### src/rtl/selevy_fetch.sv
// selevy_fetch: sequential instruction fetch unit.
// Issues one ROM read per cycle while there is room in a 2-entry {inst, pc}
// queue, accounting for the single read that may still be in flight.
// A redirect flushes the queue, discards any in-flight read and restarts
// fetching at the (word-aligned) target on the following cycle.
module selevy_fetch #(
    parameter int          ROM_AW   = 8,
    parameter logic [31:0] RESET_PC = 32'h0000_0000
) (
    input  logic              CLK,
    input  logic              reset,
    output logic              rom_en,
    output logic [ROM_AW-1:0] rom_addr,
    input  logic [31:0]       rom_data,
    input  logic              redirect_valid,
    input  logic [31:0]       redirect_pc,
    output logic              inst_valid,
    input  logic              inst_ready,
    output logic [31:0]       inst,
    output logic [31:0]       inst_pc
);

    logic [31:0] pc_reg;
    logic        pend_reg;
    logic [31:0] pend_pc_reg;
    logic [1:0]  count_reg;
    logic        head_reg;

    logic [31:0] fifo_inst_reg [2];
    logic [31:0] fifo_pc_reg   [2];

    logic        pop;
    logic        push;
    logic        tail;
    logic [2:0]  occ_next;
    logic        unused_bits;

    // Low address bits of a redirect target are dropped by word alignment.
    assign unused_bits = ^redirect_pc[1:0];

    assign inst_valid = (count_reg != 2'd0);
    assign pop        = inst_valid & inst_ready & ~redirect_valid;
    assign push       = pend_reg & ~redirect_valid;

    // Occupancy the queue will have once the in-flight read lands and any
    // pop this cycle retires; a new read is only allowed if it will fit.
    assign occ_next = {1'b0, count_reg} + {2'b00, pend_reg} - {2'b00, pop};
    assign rom_en   = reset & ~redirect_valid & (occ_next < 3'd2);
    assign rom_addr = pc_reg[ROM_AW+1:2];

    // With count < 2 whenever a push happens, the free slot is head + count.
    assign tail = head_reg ^ count_reg[0];

    // Outputs come from registered queue state only; zero when empty.
    assign inst    = inst_valid ? fifo_inst_reg[head_reg] : 32'h0;
    assign inst_pc = inst_valid ? fifo_pc_reg[head_reg]   : 32'h0;

    // Control state: pc, in-flight flag, queue pointer and occupancy.
    always_ff @(posedge CLK) begin
        if (!reset) begin
            pc_reg      <= RESET_PC;
            pend_reg    <= 1'b0;
            pend_pc_reg <= 32'h0;
            count_reg   <= 2'd0;
            head_reg    <= 1'b0;
        end else if (redirect_valid) begin
            pc_reg    <= {redirect_pc[31:2], 2'b00};
            pend_reg  <= 1'b0;
            count_reg <= 2'd0;
            head_reg  <= 1'b0;
        end else begin
            if (rom_en) begin
                pc_reg      <= pc_reg + 32'd4;
                pend_pc_reg <= pc_reg;
            end
            pend_reg  <= rom_en;
            if (pop) begin
                head_reg <= ~head_reg;
            end
            count_reg <= count_reg + {1'b0, push} - {1'b0, pop};
        end
    end

    // Queue storage: each entry captures the returning ROM word when it is the tail.
    generate
        for (genvar gi = 0; gi < 2; gi++) begin : g_entry
            always_ff @(posedge CLK) begin
                if (reset && push && (tail == gi[0])) begin
                    fifo_inst_reg[gi] <= rom_data;
                    fifo_pc_reg[gi]   <= pend_pc_reg;
                end
            end
        end
    endgenerate

endmodule
### config.mk
export PLATFORM = sky130hd
export DESIGN_NAME = selevy_fetch
export DESIGN_NICKNAME = d
export VERILOG_FILES = /design/src/rtl/selevy_fetch.sv
export SDC_FILE = /design/constraint.sdc
export NUM_CORES = 1
export LEC_CHECK = 0
export CORE_MARGIN = 4
export CORE_UTILIZATION = 56
export DETAILED_ROUTE_END_ITERATION = 8
export PLACE_DENSITY_LB_ADDON = 0.1
export SYNTH_ARGS = -nofsm -noshare
export SYNTH_HDL_FRONTEND = slang
export SYNTH_SLANG_ARGS = --single-unit
### constraint.sdc
create_clock -name CLK -period 12.2 [get_ports CLK]
set_clock_uncertainty 0.05 [all_clocks]
set_input_delay 2.44 -clock CLK [delete_from_list [all_inputs] [get_ports CLK]]
set_output_delay 2.44 -clock CLK [all_outputs]
set_load 0.01 [all_outputs]
After elaboration in Yosys (flattened, before gate mapping)
Memory sizes are Yosys's and may differ from the RTL's. A register that Yosys moved wholly into a read port is not among the register bits.
Cells that the tools add are included.
Storage, ports and cells
  memory bits (writable): 128
  input bits: 68
  memories kept: 2
  flip-flop bits (word level): 68
Operators by class
  bitwise logic cells: 10
  add/subtract/negate cells: 5
  reduce and logical (&&, ||, !) cells: 9
  muxes and demuxes: 18
  $lt $le $gt $ge: 1
Memories
  fifo_inst_reg: depth 2, bits a word 32, read ports 1, clocked after Yosys merged registers in 1, wr ports 1, line 29  | logic [31:0] fifo_inst_reg [2];
  fifo_pc_reg: depth 2, bits a word 32, read ports 1, clocked after Yosys merged registers in 1, wr ports 1, line 30  | logic [31:0] fifo_pc_reg [2];
Operator list (number)
  32-bit two-way mux: 6
  32-bit OR reduction: 2
  32-bit by 3-bit adder with 32-bit output (second input constant): 1
  1-bit two-way mux: 12
  1-bit AND: 5
  1-bit inverter: 4
  2-bit nonzero test: 2
  2-bit by 1-bit adder with 3-bit output: 1
  1-bit logical AND: 3
  3-bit by 2-bit < comparator with 1-bit output (second input constant): 1
  3-bit by 1-bit subtractor with 3-bit output: 1
  2-bit by 1-bit adder with 2-bit output: 1
  2-bit AND reduction: 1
  2-bit OR reduction: 1
  2-bit by 1-bit subtractor with 2-bit output: 1
  1-bit bitwise XOR: 1

Longest topological paths before layout
  depth after elaboration: 8
  gate-level depth with buffers: 10
  gate-level depth less buffers: 10

Worst setup path after synthesis
OpenSTA, ideal clock, no wires.
  path kind: input -> output
  start: input port redirect_valid
  end: output port rom_en
  slack: 5.404 ns
  data arrival time: 4.306 ns
  stages: 7
  path through: nor4bb_1 > o21ai_0 > fa_1 > xnor2_2 > nand3_1 > clkinv_1 > clkbuf_1
On the way
  longest elaborated chain between the ends: 5
  elaborated cells between the ends (all ways): 6
  those cells by class: add/sub (1); order compare (1); bitwise (4)
Ends and longest elaborated chain
  from (decl): line 15  | input logic redirect_valid,
  1-bit inverter (no source line) *
  1-bit AND: line 42  | assign pop = inst_valid & inst_ready & ~redirect_valid;
  3-bit by 1-bit subtractor with 3-bit output: line 47  | assign occ_next = {1'b0, count_reg} + {2'b00, pend_reg} - {2'b00, pop};
  3-bit by 2-bit < comparator with 1-bit output: line 48  | assign rom_en = reset & ~redirect_valid & (occ_next < 3'd2);
  1-bit AND *: line 48
  to (decl): line 12  | output logic rom_en,
Mark *: on every way between the ends. The rest lies on a longest branch, timed or not.

Final worst setup path
Ends and elaborated chain as after synthesis.

==> run summary <==
Outcome - finished clean
Post-route DRC - 0
Adder-Cell Fraction of Synth Area - 0.00581
# Max-Cap Violations - 0
Final WS setup - 3.73 ns
Post-DP HPWL - 9960 µm
1st-pass router iterations - 4
Final Wtd Congestion - 0.852
CP Capture Type - primary output
Mapped cell area - 7750 µm²
Yosys warnings - 0
Skew-Pair Late Insertion Delay - 0.42 ns
Max-slew violations - 0
Max reg flops - 64
Gr ovfl total - 0
Synth Area in Simple Gates - 0.127
Synth Area in Compound Gates - 0.0744
Clock share of power - 0.404
FFs w/ async S/R, synth - 0
Worst EP required - 9.71 ns
ANT cells - 0
CP max FO - 32
Post-synth EDFFs - 124
Die Wd - 126 µm
Clock period minus worst slack - 8.47 ns
Share of cells above drive strength 1 - 0.0610
Synth Register Bits - 189
H-tree levels - 4
Worst path slowest cell - clkdlybuf4s50_1
Cell Rows - 42
Pint - 1.04 mW
Final hold violations - 0
First-pass GRT wire length - 25100 µm
Commonest cells after routing, fill and taps aside - 137 x clkdlybuf4s50_1, 124 x edfxtp_1, 80 x nand2_1
HP Class - register to register
Power share of the combinational group - 0.059
Starting Density - 0.578
Cell mode on critical path - clkdlybuf4s50_1
Fill cells - 942
Starting DRC count in detailed routing - 332
Post-CTS Hold Fix Bufs - 0
Critical path type - input pin to primary output
Largest net degree at the start of global routing - 63
DIE HEIGHT - 126 µm
Pre-CTS setup slack - 3.78 ns
Finished Cell Area - 9800 µm²
Initial antenna violation count - 0
Vias in the first global route - 4969
Switching part of the total - 0.211
Avg Inst Size Synth - 12.1 µm²
Largest family of logic cells by synthesized area - simple AND/OR/NAND/NOR gates
Post_cts resized - 0
CTS tree - done
Max rail drop VDD - 0.0822 mV
Setup Buffers After CTS - 0
WL final - 15300 µm
Crit-path max cell delay - 0.85 ns
Via count - 5156
Primary FF master, synth - edfxtp_1
CTS sink count - 189
Vias per inst - 5.44
Leak pwr - 3.25 nW
Critical Path AT - 5.98 ns
Area post-placement - 9210 µm²
Layout area overhead - 26.5%
Post-synth cell types - 40
Critical Path Source Type - input pin
Clk slew on worst S/H paths - 0.07 ns
Power per cell area - 135 nW/µm²
ANT nets after route - 0
Core area - 13400 µm²
Unrepaired setup endpoints after global routing - no
R2r setup slk - 8.34 ns
Tot Pwr - 1.32 mW
FMAX - 118 MHz
Sw power - 279 µW
Xor/xnor share of the synthesized area - 0.0326
Most common cell after layout, fill and taps aside - clkdlybuf4s50_1
Setup TNS - 0 ns
Max Root-Sink Buffers - 2
Final setup fails - 0
GRT Overall Usage - 0.198
Post-Syn Instances - 638
Fin nets - 829
Mux contribution to synthesized area - 0.0828
Die area - 15800 µm²
Seq/Total Area, Yosys - 0.648
Worst-Margin Slew - 1.08 ns
Sequential power share - 0.536
Slew HR - 0.278
Num CTS Buffers - 17
Port bufs - 137
Clock root buffer - clkbuf_16
Routed WL per cell - 16.2 µm
I/O pins - 142
Final Cycle Share - 0.694
Critical path cell sequence - clkdlybuf4s50_1 -> nor4bb_1 -> o21ai_0 -> fa_1 -> xnor2_2 -> nand3_1 -> buf_4 -> clkinv_1 -> clkdlybuf4s50_1
## per-stage QoR
stage,hold WS (ns),std cells,util
6_report,0.405,947,0.731
5_1_grt,0.422,947,0.731
4_1_cts,0.406,947,0.731
3_5_place_dp,0.392,915,0.688
3_3_place_gp,0.384,915,0.688
2_1_floorplan,0.375,639,-
## worst max-delay path: cells and delay by family
kind                     cells  cell delay [ns]
buffers and inverters        4             1.73
AO/OA/AOI/OAI                1             0.23
AND/OR/NAND/NOR              2             0.79
XOR/XNOR                     1             0.34
adder cells (fa/ha/maj)      1             0.44
## Yosys cell counts, types with 13 or more instances
| library cell | number | area [µm²] |
|---|---|---|
| edfxtp_1 | 124 | 3720 |
| mux2i_1 | 63 | 631 |
| nor2_1 | 71 | 267 |
| nand4_1 | 13 | 81.3 |
| nand2_1 | 80 | 300 |
| o21ai_0 | 26 | 130 |
| xor2_1 | 16 | 140 |
| dfxtp_1 | 65 | 1300 |
| a21oi_1 | 18 | 90.1 |
| a21boi_0 | 33 | 248 |
| clkbuf_1 | 34 | 128 |
## area by class of cell
type / instances / area (µm²) / area share
clock buffer: 20 / 479 / 0.0489
clock inverter: 12 / 106 / 0.0109
timing repair buffer: 144 / 1420 / 0.145
tap: 176 / 220 / 0.0225
multi-input combinational: 402 / 2530 / 0.258
inverter: 4 / 15.0 / 0.00153
sequential: 189 / 5030 / 0.513
## power by group through the flow
stage	logic (mW)	clock network [mW]	registers [mW]
after CTS	0.0790	0.544	0.708
after floorplan	0.0404	0	0.718
after global routing	0.0861	0.574	0.710
final	0.0785	0.535	0.709
after detailed placement	0.0782	0	0.722
after global placement	0.0759	0	0.722
## cell families (layout without fill, tap and decap cells)
logic type,count (synthesis),in the layout
muxes,64,64
and+or+nand+nor,215,215
other,1,2
AOI/OAI and AO/OA,90,90
DFF,189,189
xor gates and xnor gates,28,28
adders and majority gates,3,3
buffers and inverters,48,180
## worst paths after layout
path / start / endpoint / cells after the start
hold reg to reg: pend_pc_reg[28]$_SDFFE_PN0P_ / fifo_pc_reg[1][28]$_DFFE_PP_ / 0
setup / recovery: redirect_valid / rom_en / 9
hold / removal: pend_pc_reg[28]$_SDFFE_PN0P_ / fifo_pc_reg[1][28]$_DFFE_PP_ / 0
setup reg to reg: count_reg[1]$_SDFF_PP0_ / pc_reg[30]$_SDFFE_PN0P_ / 8
## metal layers
layer  part of all wire  vias to the layer above  GRT usage  wire length (µm)
met1               0.45                     2470      0.270              6960
met4              0.013                        0     0.0593               204
li1                   -                     2510          -                 -
met3              0.051                       17     0.0445               781
met2               0.48                      159      0.319              7400
met5                  0                        -          0                 0
No activity file was read; power rests on OpenSTA's default activity.
